**src/rtl/riscv_pkg.sv**
```systemverilog
// Shared RV32I pipeline definitions: datapath widths, ALU opcodes and the
// EX-stage control bundle with its bubble value.
package riscv_pkg;

  localparam int unsigned XLEN_DEFAULT = 32;
  localparam int unsigned RA_W_DEFAULT = 5;

  localparam logic [3:0] ALU_ADD  = 4'b0000;
  localparam logic [3:0] ALU_SUB  = 4'b0001;
  localparam logic [3:0] ALU_AND  = 4'b0010;
  localparam logic [3:0] ALU_OR   = 4'b0011;
  localparam logic [3:0] ALU_XOR  = 4'b0100;
  localparam logic [3:0] ALU_SLL  = 4'b0101;
  localparam logic [3:0] ALU_SRL  = 4'b0110;
  localparam logic [3:0] ALU_SRA  = 4'b0111;
  localparam logic [3:0] ALU_SLT  = 4'b1000;
  localparam logic [3:0] ALU_SLTU = 4'b1001;

  // Control carried alongside the instruction into EX
  typedef struct packed {
    logic [3:0] alu_control;
    logic       alu_src_imm;
    logic       alu_src_pc;
    logic       reg_write;
    logic       mem_read;
    logic       mem_write;
    logic       mem_to_reg;
  } ctrl_t;

  // A bubble has no side effects: every control field is zero
  localparam ctrl_t CTRL_BUBBLE = '0;

endpackage

```
**src/rtl/id_ex_stage_fwd_mux.sv**
```systemverilog
// Operand forwarding mux: EX/MEM result beats MEM/WB result beats the
// register value; x0 is never forwarded.
module fwd_mux #(
  parameter int unsigned XLEN = 32,
  parameter int unsigned RA_W = 5
) (
  input  logic [RA_W-1:0] i_rs,
  input  logic [XLEN-1:0] i_rs_data,
  input  logic            i_exmem_reg_write,
  input  logic [RA_W-1:0] i_exmem_rd,
  input  logic [XLEN-1:0] i_exmem_result,
  input  logic            i_memwb_reg_write,
  input  logic [RA_W-1:0] i_memwb_rd,
  input  logic [XLEN-1:0] i_memwb_result,
  output logic [XLEN-1:0] o_fwd_data_c
);

  logic w_hit_exmem;
  logic w_hit_memwb;

  assign w_hit_exmem = i_exmem_reg_write & (i_exmem_rd != '0) & (i_exmem_rd == i_rs);
  assign w_hit_memwb = i_memwb_reg_write & (i_memwb_rd != '0) & (i_memwb_rd == i_rs);

  // Priority select of the freshest producer
  always_comb begin
    o_fwd_data_c = i_rs_data;
    if (w_hit_exmem) begin
      o_fwd_data_c = i_exmem_result;
    end else if (w_hit_memwb) begin
      o_fwd_data_c = i_memwb_result;
    end
  end

endmodule

```
**src/rtl/id_ex_stage.sv**
```systemverilog
// ID/EX pipeline register with operand forwarding, load-use bubble
// insertion, hold and flush. Optional bubble counter: ID_EX_PERF_CNT_EN.
module id_ex_stage
  import riscv_pkg::*;
#(
  parameter int unsigned XLEN = XLEN_DEFAULT,
  parameter int unsigned RA_W = RA_W_DEFAULT
) (
  input  logic            clk,
  input  logic            rst,
  input  logic            stall,
  input  logic            flush,
  input  logic            id_valid,
  input  logic [XLEN-1:0] id_pc,
  input  logic [XLEN-1:0] id_rs1_data,
  input  logic [XLEN-1:0] id_rs2_data,
  input  logic [XLEN-1:0] id_imm,
  input  logic [RA_W-1:0] id_rs1,
  input  logic [RA_W-1:0] id_rs2,
  input  logic [RA_W-1:0] id_rd,
  input  logic [3:0]      id_alu_control,
  input  logic            id_alu_src_imm,
  input  logic            id_alu_src_pc,
  input  logic            id_reg_write,
  input  logic            id_mem_read,
  input  logic            id_mem_write,
  input  logic            id_mem_to_reg,
  input  logic            exmem_reg_write,
  input  logic [RA_W-1:0] exmem_rd,
  input  logic [XLEN-1:0] exmem_result,
  input  logic            memwb_reg_write,
  input  logic [RA_W-1:0] memwb_rd,
  input  logic [XLEN-1:0] memwb_result,
  output logic [XLEN-1:0] alu_a,
  output logic [XLEN-1:0] alu_b,
  output logic [3:0]      alu_control,
  output logic [XLEN-1:0] ex_store_data,
  output logic            ex_valid,
  output logic [XLEN-1:0] ex_pc,
  output logic [RA_W-1:0] ex_rd,
  output logic            ex_reg_write,
  output logic            ex_mem_read,
  output logic            ex_mem_write,
  output logic            ex_mem_to_reg,
  output logic            load_use_stall
`ifdef ID_EX_PERF_CNT_EN
  ,
  output logic [31:0]     bubble_count
`endif
);

  logic            r_valid;
  logic [XLEN-1:0] r_pc;
  logic [XLEN-1:0] r_rs1_data;
  logic [XLEN-1:0] r_rs2_data;
  logic [XLEN-1:0] r_imm;
  logic [RA_W-1:0] r_rs1;
  logic [RA_W-1:0] r_rs2;
  logic [RA_W-1:0] r_rd;
  ctrl_t           r_ctrl;

  ctrl_t           w_id_ctrl;
  logic [XLEN-1:0] w_fwd_rs1;
  logic [XLEN-1:0] w_fwd_rs2;
  logic            w_load_use;

  // Gather ID control into one bundle
  always_comb begin
    w_id_ctrl             = CTRL_BUBBLE;
    w_id_ctrl.alu_control = id_alu_control;
    w_id_ctrl.alu_src_imm = id_alu_src_imm;
    w_id_ctrl.alu_src_pc  = id_alu_src_pc;
    w_id_ctrl.reg_write   = id_reg_write;
    w_id_ctrl.mem_read    = id_mem_read;
    w_id_ctrl.mem_write   = id_mem_write;
    w_id_ctrl.mem_to_reg  = id_mem_to_reg;
  end

  assign w_load_use = r_valid & r_ctrl.mem_read & (r_rd != '0) & id_valid &
                      ((r_rd == id_rs1) | (r_rd == id_rs2));

  fwd_mux #(.XLEN(XLEN), .RA_W(RA_W)) u_fwd_rs1 (
    .i_rs              (r_rs1),
    .i_rs_data         (r_rs1_data),
    .i_exmem_reg_write (exmem_reg_write),
    .i_exmem_rd        (exmem_rd),
    .i_exmem_result    (exmem_result),
    .i_memwb_reg_write (memwb_reg_write),
    .i_memwb_rd        (memwb_rd),
    .i_memwb_result    (memwb_result),
    .o_fwd_data_c      (w_fwd_rs1)
  );

  fwd_mux #(.XLEN(XLEN), .RA_W(RA_W)) u_fwd_rs2 (
    .i_rs              (r_rs2),
    .i_rs_data         (r_rs2_data),
    .i_exmem_reg_write (exmem_reg_write),
    .i_exmem_rd        (exmem_rd),
    .i_exmem_result    (exmem_result),
    .i_memwb_reg_write (memwb_reg_write),
    .i_memwb_rd        (memwb_rd),
    .i_memwb_result    (memwb_result),
    .o_fwd_data_c      (w_fwd_rs2)
  );

  // Pipeline register: flush > stall (hold + refresh) > load-use bubble > capture
  always_ff @(posedge clk or posedge rst) begin
    if (rst) begin
      r_valid    <= 1'b0;
      r_pc       <= '0;
      r_rs1_data <= '0;
      r_rs2_data <= '0;
      r_imm      <= '0;
      r_rs1      <= '0;
      r_rs2      <= '0;
      r_rd       <= '0;
      r_ctrl     <= CTRL_BUBBLE;
    end else if (flush || (!stall && w_load_use)) begin
      r_valid    <= 1'b0;
      r_pc       <= '0;
      r_rs1_data <= '0;
      r_rs2_data <= '0;
      r_imm      <= '0;
      r_rs1      <= '0;
      r_rs2      <= '0;
      r_rd       <= '0;
      r_ctrl     <= CTRL_BUBBLE;
    end else if (stall) begin
      // keep writes that retire during the hold
      r_rs1_data <= w_fwd_rs1;
      r_rs2_data <= w_fwd_rs2;
    end else begin
      r_valid    <= id_valid;
      r_pc       <= id_pc;
      r_rs1_data <= id_rs1_data;
      r_rs2_data <= id_rs2_data;
      r_imm      <= id_imm;
      r_rs1      <= id_rs1;
      r_rs2      <= id_rs2;
      r_rd       <= id_rd;
      r_ctrl     <= id_valid ? w_id_ctrl : CTRL_BUBBLE;
    end
  end

  assign alu_a          = r_ctrl.alu_src_pc  ? r_pc  : w_fwd_rs1;
  assign alu_b          = r_ctrl.alu_src_imm ? r_imm : w_fwd_rs2;
  assign alu_control    = r_ctrl.alu_control;
  assign ex_store_data  = w_fwd_rs2;
  assign ex_valid       = r_valid;
  assign ex_pc          = r_pc;
  assign ex_rd          = r_rd;
  assign ex_reg_write   = r_ctrl.reg_write;
  assign ex_mem_read    = r_ctrl.mem_read;
  assign ex_mem_write   = r_ctrl.mem_write;
  assign ex_mem_to_reg  = r_ctrl.mem_to_reg;
  assign load_use_stall = w_load_use;

`ifdef ID_EX_PERF_CNT_EN
  logic [31:0] r_bubble_count;

  // Count bubbles inserted by flush or load-use; holds do not count
  always_ff @(posedge clk or posedge rst) begin
    if (rst) begin
      r_bubble_count <= '0;
    end else if (flush || (!stall && w_load_use)) begin
      r_bubble_count <= r_bubble_count + 32'd1;
    end
  end

  assign bubble_count = r_bubble_count;
`endif

endmodule
```
**config.mk**
```make
export PLATFORM = sky130hd
export DESIGN_NAME = id_ex_stage
export DESIGN_NICKNAME = d
export VERILOG_FILES = /design/src/rtl/riscv_pkg.sv /design/src/rtl/id_ex_stage_fwd_mux.sv /design/src/rtl/id_ex_stage.sv
export SDC_FILE = /design/constraint.sdc
export NUM_CORES = 1
export LEC_CHECK = 0
export ABC_AREA = 1
export CAP_MARGIN = 30
export CORE_ASPECT_RATIO = 0.8
export CORE_MARGIN = 2
export CORE_UTILIZATION = 27
export CTS_CLUSTER_DIAMETER = 120
export DETAILED_ROUTE_END_ITERATION = 8
export SETUP_SLACK_MARGIN = 0.3
export SYNTH_ARGS = -nofsm -noshare
export SYNTH_HDL_FRONTEND = slang
export SYNTH_SLANG_ARGS = --single-unit
```
**constraint.sdc**
```tcl
create_clock -name clk -period 6 [get_ports clk]
set_input_delay 1.8 -clock clk [delete_from_list [all_inputs] [get_ports clk]]
set_output_delay 1.8 -clock clk [all_outputs]
set_load 0.005 [all_outputs]
```
==> results of run 1 <==
-- logic make-up after synthesis --
group           count (synthesis)
xor+xnor                       22
flops                         154
buf+inv                       290
simple gates                 1022
compound gates                 79
-- synth_stat cells (all sizes together) (8+ instances only) --
cell type / count
a21oi: 12
buf: 61
clkbuf: 44
dfrtp: 154
inv: 184
nand2: 595
nand3: 242
nand4: 34
nor2: 148
o21ai: 64
xnor2: 8
xor2: 14
-- power breakdown --
part / switching [mW] / total [mW] / internal [mW]
Sequential: 0.0374 / 1.14 / 1.10
Combinational: 0.490 / 0.945 / 0.455
Clock: 0.492 / 1.19 / 0.696
-- worst max-delay path by stage --
stage | from | to | cells past startpoint
global route | exmem_rd[0] | alu_b[15] | 11
finish | exmem_reg_write | alu_b[15] | 11
detailed placement | exmem_rd[0] | alu_a[0] | 12
global placement | exmem_rd[1] | alu_a[0] | 12
CTS | exmem_reg_write | alu_a[0] | 11
floorplan | exmem_rd[3] | alu_b[10] | 7
-- worst register-to-register path: stages, from the launching register on --
cell	delay (ns)
dfrtp_1	0.46
xor2_1	0.19
nor2_1	0.11
nand3_1	0.07
nand2_1	0.12
nand3_2	0.10
nand2_4	0.54
buf_4	0.46
nor2_1	0.10
nand2_1	0.07
inv_1	0.04
-- cell type report --
type	instances	area (sq um)	area share, %
multi-input cells	1123	5346	33.05
repair buffers	472	5047	31.20
flip-flops and latches	154	3854	23.82
inverters	185	698.2	4.316
well taps	487	609.3	3.767
clock buffers	20	436.7	2.700
clock inverters	11	171.4	1.060
diodes	5	12.51	0.07735
-- metal layers --
layer	GRT usage [%]	share of wire [%]
met1	32.29	44
met2	39.58	47
met3	5.666	7.8
met4	6.053	1.3
met5	0	0.053
-- metrics by stage --
step / power [mW] / worst slack [ns] / util, % / instances
finish: 3.273 / 0.2794 / 43.48 / 2457
global route: 3.417 / 0.1767 / 43.46 / 2455
CTS: 3.257 / 0.2377 / 41.61 / 2424
detailed placement: 2.049 / -0.1011 / 39.38 / 2383
global placement: 2.040 / -0.1179 / 39.25 / 2381
floorplan: 1.523 / 1.429 / - / 1567
-- what timing repair did --
| item | in CTS | in global routing |
|---|---|---|
| gates cloned | 2 | 10 |
| endpoints found under the setup margin | 96 | 65 |
| setup buffers | 8 | 18 |
| pin swaps | 3 | 22 |
| gates resized for setup | 33 | 100 |
==> results.cfg, run 1 <==
[grt]
grt_pass1_wl_um = 71350
antenna_found_initial = 8
overflow = 0
grt_max_degree = 69
grt_pass1_vias = 11330
grt_usage_pct = 24.19

[worst_setup_path]
cp-start-kind = input pin
slowest_delay_ns = 0.52
r2r_setup_slack_ns = 3.63
r2r_end = r_rs2_data[16]
path_cells = clkdlybuf4s50_1 > nand2_2 > buf_4 > nor3_4 > buf_4 > clkbuf_16 > nand3_1 > nand2_1 > nand2_1 > nand2_1 > clkdlybuf4s50_1
crit_buf_inv = 5
cp_slowest_cell = clkdlybuf4s50_1
crit-reg2reg-launch = ex_rd[1]
cpMostUsedCell = nand2_1
cp.arrival_ns = 3.92
end_kind = output port
cpLargestDelayFamily = buffers and inverters
critPathRequiredTime_ns = 4.20
critical_path_peak_fanout = 8
reg2reg_depth = 10
critPathKind = in2out

[hold_path]
holdCritStartpoint = r_imm[31]
min_path_cells = 2
hold_path_class = reg2reg
holdPathEnd = r_imm[31]

[synth]
synth_xor_xnor_area_share_pct = 1.884
ys_async_sr_fraction_pct = 100.0
netlist_area_sq_mm = 0.01023
synth_edf_count = 0
synth_compound_area_share_pct = 5.002
syn_nets = 1801
synthAdderAreaFrac_pct = 0
synthCells = 1567
yosys-top-cells-area = dfrtp_1 (38%), nand2_1 (22%), nand3_1 (12%), inv_1 (6.5%), nor2_1 (4.1%)
synth_top_area_share_pct = 37.67
syn_area_per_cell_sq_um = 6.528
ys_ff_latch = 154
synth_top_family_by_area = simple AND/OR/NAND/NOR gates
ys_types = 28
ys_warn_count = 0
synthFlopType = dfrtp_1
ys_seq_area_share_pct = 37.67
synthSimpleGateAreaFrac_pct = 42.77
synth.area.mux_share_pct = 0
yosysTopAreaCell = dfrtp_1

[clock_tree]
cts_root_buffer = clkbuf_16
clk_latency_ns = 0.45
clockBufferDepth = 2
cts_hold_buf = 0
cts_buffers = 17
clk_pin_slew_ns = 0.07
htree_levels = 4
cts.sinks = 154
cts_tree = yes

[layout]
drive_gt1_share_pct = 13.38
final_cell_area_sq_mm = 0.01618
layout_common_cells = nand2_1 (565), clkdlybuf4s50_1 (330), nand3_1 (217)
final_nets = 2187
fillers = 3886
area_delta_synth_final_pct = 58.12
final_common_cell = nand2_1

[sta]
rsz0062_at_grt = true
fin_skew_ns = 0.01937
slew_headroom_pct = 42.70
tightest_slew_ns = 0.8595
holdWs_ns = 0.4855
finalSetupTns_ns = 0
max_freq_mhz = 174.8
maxSlewViolCount = 0
finalCritPeriodShare_pct = 95.34
finalCriticalPeriod_ns = 5.721
setup_violations = 0
hold_viol_final = 0

[drt]
ant_nets = 0
drtIter0Drc = 963
vias_per_cell = 4.816
vias = 11830
wl_per_cell_um = 20.67
firstDrtPassIters = 9
routed_wl_um = 50790
drc = 28

[pwr]
ir_worst_vdd_mv = 0.1725
leakagePower_nw = 8.618
power_density_mw_per_mm2 = 202.3

[floorplanning]
core-area_sq_mm = 0.03721
dieArea_sq_mm = 0.03947
dieHeight_um = 178.1
initial_core_util_pct = 27.50
die_w_um = 221.6
ios = 377
rows = 63

[place]
placed_area_sq_mm = 0.01465
place.gp.congestion = 0.9042
hpwl_um = 35150
portBuffers = 376

[outcome]
status = finished, violations left
violations = DRC

[job]
maxCapViolCount = 0
(Power assumes the default switching activity.)
==> inputs of run 2 (changes only) <==
--- a/config.mk
+++ b/config.mk
@@ -16,3 +16,4 @@
 export SYNTH_ARGS = -nofsm -noshare
 export SYNTH_HDL_FRONTEND = slang
 export SYNTH_SLANG_ARGS = --single-unit
+export TNS_END_PERCENT = 5
==> results.cfg, run 2 (synthesized netlist as in run 1, its figures left out) <==
[floorplanning]
dieArea_sq_mm = 0.03947
rows = 63
dieHeight_um = 178.1
ios = 377
die_w_um = 221.6
initial_core_util_pct = 27.50
core-area_sq_mm = 0.03721

[layout]
final_nets = 2159
ff_latch_area_sq_mm = 0.003854
final_common_cell = nand2_1
area_delta_synth_final_pct = 51.48
layout_common_cells = nand2_1 (587), clkdlybuf4s50_1 (362), nand3_1 (234)
drive_gt1_share_pct = 9.757
fillers = 3927
utilization_pct = 41.65
multi_input_area_sq_mm = 0.005155

[grt]
grt_pass1_wl_um = 71310
grt_usage_pct = 24.16
antenna_found_initial = 8
met3_usage_pct = 5.650
use_met2_pct = 39.75
grt_max_degree = 69
overflow = 0
grt-busiest-layer = met2
use_met1_pct = 32.25
grt_pass1_vias = 11320

[drt]
routed_wl_um = 48380
ant_nets = 0
drc = 30
drtIter0Drc = 827
wl_per_cell_um = 19.92
firstDrtPassIters = 7
vias = 11580
vias_per_cell = 4.767

[place]
portBuffers = 376
pre_cts_ws_ns = -0.1011
hpwl_um = 35150
place.gp.congestion = 0.9042

[sta]
finalCriticalPeriod_ns = 5.743
slew_headroom_pct = 42.14
setup_violations = 0
max_freq_mhz = 174.1
tightest_slew_ns = 0.8678
setup_slack_ns = 0.2573
maxSlewViolCount = 0
finalCritPeriodShare_pct = 95.71
fin_skew_ns = 0.01991
hold_viol_final = 0
rsz0062_at_grt = true

[pwr]
comb_power_share_pct = 28.1
power_density_mw_per_mm2 = 208.5
p_int_mw = 2.235
clkPwrFrac_pct = 36.6
p_sw_share_pct = 30.81
leakagePower_nw = 7.951
power_switching_uw = 995.3
ir_worst_vdd_mv = 0.1821
seq_power_share_pct = 35.2

[worst_setup_path]
critPathKind = in2out
end_kind = output port
cp.arrival_ns = 3.94
critPathRequiredTime_ns = 4.20
cp-start-kind = input pin
reg2reg_depth = 10
critical_path_peak_fanout = 12

[outcome]
status = finished, violations left
violations = DRC

[hold_path]
hold_path_class = reg2reg
min_path_cells = 2

[clock_tree]
cts.sinks = 154
cts_hold_buf = 0
cts_root_buffer = clkbuf_16
htree_levels = 4
clk_pin_slew_ns = 0.07
clockBufferDepth = 2
cts_buffers = 17
clk_latency_ns = 0.45
cts_tree = yes

[job]
maxCapViolCount = 0
## run 2: layout make-up
class | count | area share (%)
multi-input cells | 1123 | 33.27
repair buffers | 444 | 29.42
well taps | 487 | 3.932
inverters | 185 | 4.505
diodes | 5 | 0.08074
clock inverters | 11 | 1.106
flip-flops and latches | 154 | 24.87
clock buffers | 20 | 2.818
## run 2: power groups by stage
stage	logic (mW)	registers [mW]	clock network, mW
5_1_grt	0.985	1.15	1.25
4_1_cts	0.913	1.14	1.21
3_5_place_dp	0.892	1.16	0
2_1_floorplan	0.374	1.15	0
3_3_place_gp	0.885	1.16	0
6_report	0.908	1.14	1.18
## run 2: worst paths after layout
check | startpoint | endpoint | slack, ns
min in group asynchronous | rst | ex_rd[4] | 1.60
setup reg to reg | ex_rd[1] | r_rs2_data[16] | 3.62
hold / removal | r_imm[31] | r_imm[31] | 0.48
hold reg to reg | r_imm[31] | r_imm[31] | 0.48
max in group asynchronous | rst | r_rs1_data[21] | 3.43
setup / recovery | exmem_reg_write | alu_a[29] | 0.26
## run 2: critical path, stage by stage
cell             delay [ns]
clkdlybuf4s50_1        0.48
nand2_2                0.08
buf_4                  0.15
nor3_4                 0.15
buf_6                  0.17
buf_12                 0.16
nand3_1                0.16
nand2_1                0.12
nand2_1                0.07
nand2_1                0.08
clkdlybuf4s50_1        0.50
## run 2: through the flow
stage / TNS (ns) / cells / cell area, sq um / hold slack [ns] / total power, mW
2_1_floorplan: 0 / 1567 / 10230 / 0.4503 / 1.523
3_3_place_gp: -0.3563 / 2381 / 14600 / 0.4619 / 2.040
3_5_place_dp: -0.3797 / 2383 / 14650 / 0.4683 / 2.049
4_1_cts: 0 / 2423 / 15470 / 0.4853 / 3.257
5_1_grt: 0 / 2427 / 15490 / 0.5085 / 3.379
6_report: 0 / 2429 / 15500 / 0.4850 / 3.231
## run 2: routing by layer
layer  wire length (um)  part of all wire [%]
met1              21880                    45
met2              22510                    47
met3               3407                   7.0
met4                545                   1.1
met5                 27                 0.056
## run 2: timing repair
action,in CTS,in global routing
gates cloned,2,0
pin swaps,3,1
gates resized for setup,28,4
setup endpoints to repair,96,70
setup buffers,7,1
==> RTL edit 1: new RTL, flow settings as in run 2 <==
Change the package constant `RA_W_DEFAULT` from 5 to 7.
--- a/src/rtl/riscv_pkg.sv
+++ b/src/rtl/riscv_pkg.sv
@@ -5,3 +5,3 @@
   localparam int unsigned XLEN_DEFAULT = 32;
-  localparam int unsigned RA_W_DEFAULT = 5;
+  localparam int unsigned RA_W_DEFAULT = 7;
 
Interface: changed (6 resized); port bits go from 377 to 389. The function was not compared with the original's and may differ.
==> RTL edit 1 against run 2 <==
- sequential share of layout area decreased by 0.45 points
- clock skew decreased by 0.0098 ns
- final area increased by 5.9%
- largest cell class unchanged
- utilization decreased by 1.1 points
- via count increased by 1.4%
- sequential cell count increased by 6
- register-to-register slack got worse by 0.22 ns
- wire length decreased by 2.6%
- synthesized area increased by 7.6%
- setup slack got worse by 0.0040 ns
- count of clock-buffer cells in the layout increased by 1
- power decreased by 3.8%
- final cell count increased by 6.7%
- fmax about the same
==> RTL edit 1: results (changes against run 2) <==
run status -> completed
total number of vias -> 11744 (+1.4%)
Reg-to-Reg Start -> ex_rd[1]
Slew @ Worst Pin -> 1.128 ns (+0.2606 ns)
FF-to-FF setup slack -> 3.40 ns (-0.22 ns)
global-route wire length before repair -> 70370 µm (-1.3%)
crit path capture -> ex_store_data[0]
Hold Crit Start -> r_imm[21]
post-synth net total -> 1901 (+5.6%)
Netlist cell types -> 24 (-14%)
crit path DAT -> 3.95 ns (about the same)
slowest stage delay, CP -> 0.53 ns (+0.03 ns)
Worst-path clk slew -> 0.07 ns (about the same)
hold buffer count at CTS -> 0 (unchanged)
crit-path max FO -> 5 (-7)
most frequent cell after synthesis -> nand2_1
H-Tree Depth -> 4 (unchanged)
Max IR drop VDD -> 0.1370 mV (-25%)
Clock Skew -> 0.01013 ns (-0.009780 ns)
TritonRoute pass-1 iters -> 5 (-2)
Worst R2R End -> r_rs2_data[24]
placed cell area -> 15510 µm² (+5.8%)
antenna violations before repair -> 3 (-5)
PortBufs -> 388 (+3.2%)
Tcrit/Tclk final -> 95.78% (about the same)
Post-synth top cells -> nand2_1 (676), inv_1 (204), dfrtp_1 (160)
post-CTS sizing -> 41 (+46%)
Seq/Total Area, Yosys -> 36.37% (-1.3 points)
First DRT Iteration DRCs -> 779 (-5.8%)
CP Launch Point -> memwb_reg_write
Routed WL per cell -> 18.19 µm (-8.7%)
DP Worst Slack -> -0.03145 ns (+0.06970 ns)
largest net degree at the start of global routing -> 161 (+130%)
ys async rst share -> 100.0% (unchanged)
global-route usage over all layers -> 22.02% (-2.1 points)
Hold/Removal Path Class -> reg -> reg
top cells by area, synth -> dfrtp_1 (36%), nand2_1 (23%), nand3_2 (8.6%)
Hold Path End -> r_imm[21]
DPL Wire Length -> 33760 µm (-4.0%)
layout cell share with drive strength beyond 1 -> 12.32% (+2.6 points)
Final #Nets -> 2277 (+5.5%)
Clock Tree Buf Depth -> 2 (unchanged)
R2R cell count -> 13 (+3)
Leak -> 0.008438 µW (+6.1%)
hold path depth -> 2 (unchanged)
Final GP Congestion -> 0.9184 (+1.6%)
-- RTL edit 1: cell count changes in the layout (fill, tap and decap cells not counted), moves of 10 or more --
cell	change
inv_1	+23
xor2_1	-10
a21oi_1	-12
nor2_2	-24
nand2_2	+28
o22ai_1	+16
nand4_1	-33
nor2_1	+35
xnor2_1	+13
nand3_1	-117
nand3_2	+85
nand2_1	+87
o21ai_2	-30
o21ai_0	+32
-- RTL edit 1: cells by family (layout without fill, tap and decap cells) --
logic type | Yosys count | in the layout | share of synthesized area, %
AND/OR/NAND/NOR | 1078 | 1078 | 44.59
buffers and inverters | 308 | 697 | 12.92
flip-flops | 160 | 160 | 36.37
AO/OA/AOI/OAI | 86 | 86 | 4.126
XOR/XNOR | 25 | 25 | 1.989
other | 0 | 2 | 0
-- RTL edit 1: final cells by class --
cell class	count	area, µm²
antenna	2	5.005
clock buffer	21	480.5
clock inverter	11	103.9
fill	4260	24060
inverter	210	800.8
multi-input combinational	1189	5627
sequential	160	4006
tap	544	680.7
timing repair buffer	455	4702
-- RTL edit 1: stage by stage --
stage	hold WS (ns)	cells
after floorplan	0.4503	1657
after global placement	0.4661	2545
after detailed placement	0.4730	2545
after CTS	0.4902	2589
after global routing	0.5148	2592
final	0.4874	2592
-- RTL edit 1: report_power, final --
part / leakage (µW) / switching, µW / internal (µW)
logic: 0.00605 / 389 / 396
registers: 0.00210 / 43.4 / 1140
clock network: 0.000286 / 518 / 619
-- RTL edit 1: routing by layer --
| layer | wire, µm | global-route usage (%) | up-vias |
|---|---|---|---|
| met5 | 11 | 0 | - |
| met1 | 21230 | 28.50 | 5547 |
| li1 | - | - | 5787 |
| met4 | 702 | 5.677 | 2 |
| met2 | 22250 | 36.89 | 364 |
| met3 | 2947 | 5.260 | 44 |
==> RTL edit 2: new RTL, config.mk and constraints of run 2 <==
Made on the original files. Build with the macro `ID_EX_PERF_CNT_EN` defined.
--- a/src/rtl/id_ex_stage.sv
+++ b/src/rtl/id_ex_stage.sv
@@ -2,2 +2,4 @@
 // insertion, hold and flush. Optional bubble counter: ID_EX_PERF_CNT_EN.
+`define ID_EX_PERF_CNT_EN
+
 module id_ex_stage
Check against the original RTL (old outputs only; new: bubble_count): equivalent (Yosys induction, for registers that start in step).
==> RTL edit 2 against run 2 <==
- the run now ends clean
- setup slack worse by 0.030 ns
- combinational power grew 23%
- clock skew shrank 0.0095 ns
- power grew 15%
- via count up 31%
- final area grew 22%
- sequential cell count is 32 higher
- first-iteration DRC count is 50% higher
- global-route usage decreased by 0.61 points
- synthesized cell count up 32%
- wire length is 25% higher
- synthesized area up 27%
- worst hold slack better by 0.0035 ns
- critical endpoint is now alu_b[7]
==> RTL edit 2: results (changes against run 2) <==
clk cell area share -> 2.955% (-0.97 points)
#MultiIn Comb -> 1440 (+28%)
slew margin rel. -> 30.13% (-12 points)
Worst R2R End -> r_rs1_data[15]
crit path DAT -> 3.97 ns (+0.03 ns)
met1 wire length -> 26730 µm (+22%)
post-synthesis compound-gate area fraction -> 5.835% (+0.83 points)
CP Launch Point -> memwb_reg_write
R2R cell count -> 12 (+2)
run status -> completed
Mapped Area -> 13040 µm² (+27%)
Worst-Skew Late Latency -> 0.48 ns (+0.03 ns)
Clock Skew -> 0.01043 ns (-0.009473 ns)
fin cells -> 3060 (+26%)
fmax -> 0.1732 GHz (-0.52%)
number of fill cells -> 5004 (+27%)
post-CTS sizing -> 22 (-21%)
Hold Path End -> ex_mem_write
routing usage on met1 -> 31.62% (-0.63 points)
top cells by area, synth -> dfrtp_1 (36%), nand3_1 (18%), nand2_1 (17%)
largest net degree at the start of global routing -> 108 (+57%)
layout cell share with drive strength beyond 1 -> 6.158% (-3.6 points)
global-route usage over all layers -> 23.56% (-0.61 points)
post-synthesis xor/xnor area fraction -> 2.418% (+0.53 points)
placed insts -> 3012 (+26%)
Synth Instances -> 2065 (+32%)
First DRT Iteration DRCs -> 1242 (+50%)
met3 usage -> 6.393% (+0.74 points)
RTL edit 2: cell types whose count changed in the layout (fill, tap and decap cells not counted), sizes merged, moves of 8 or more:
cell and change:
a21oi +14, clkdlybuf4s50 +33, dfrtp +32, inv +121
nand3 +230, nand4 -23, nor2 +29, nor3 +8
o22ai +50, xor2 +13
RTL edit 2: logic make-up (layout without fill, tap and decap cells):
kind of cell               Yosys count  in the layout
and+or+nand+nor                   1265           1265
buffers and inverters              439            810
DFF                                186            186
AOI/OAI and AO/OA                  138            138
xor gates and xnor gates            36             36
adders and majority gates            1              1
other                                0              4
RTL edit 2: power by group through the flow:
stage	sequential [µW]	combinational [µW]	clock, µW
2_1_floorplan	1430	480	0
3_3_place_gp	1450	1080	0
3_5_place_dp	1450	1090	0
4_1_cts	1430	1120	1190
5_1_grt	1440	1220	1240
6_report	1430	1120	1160
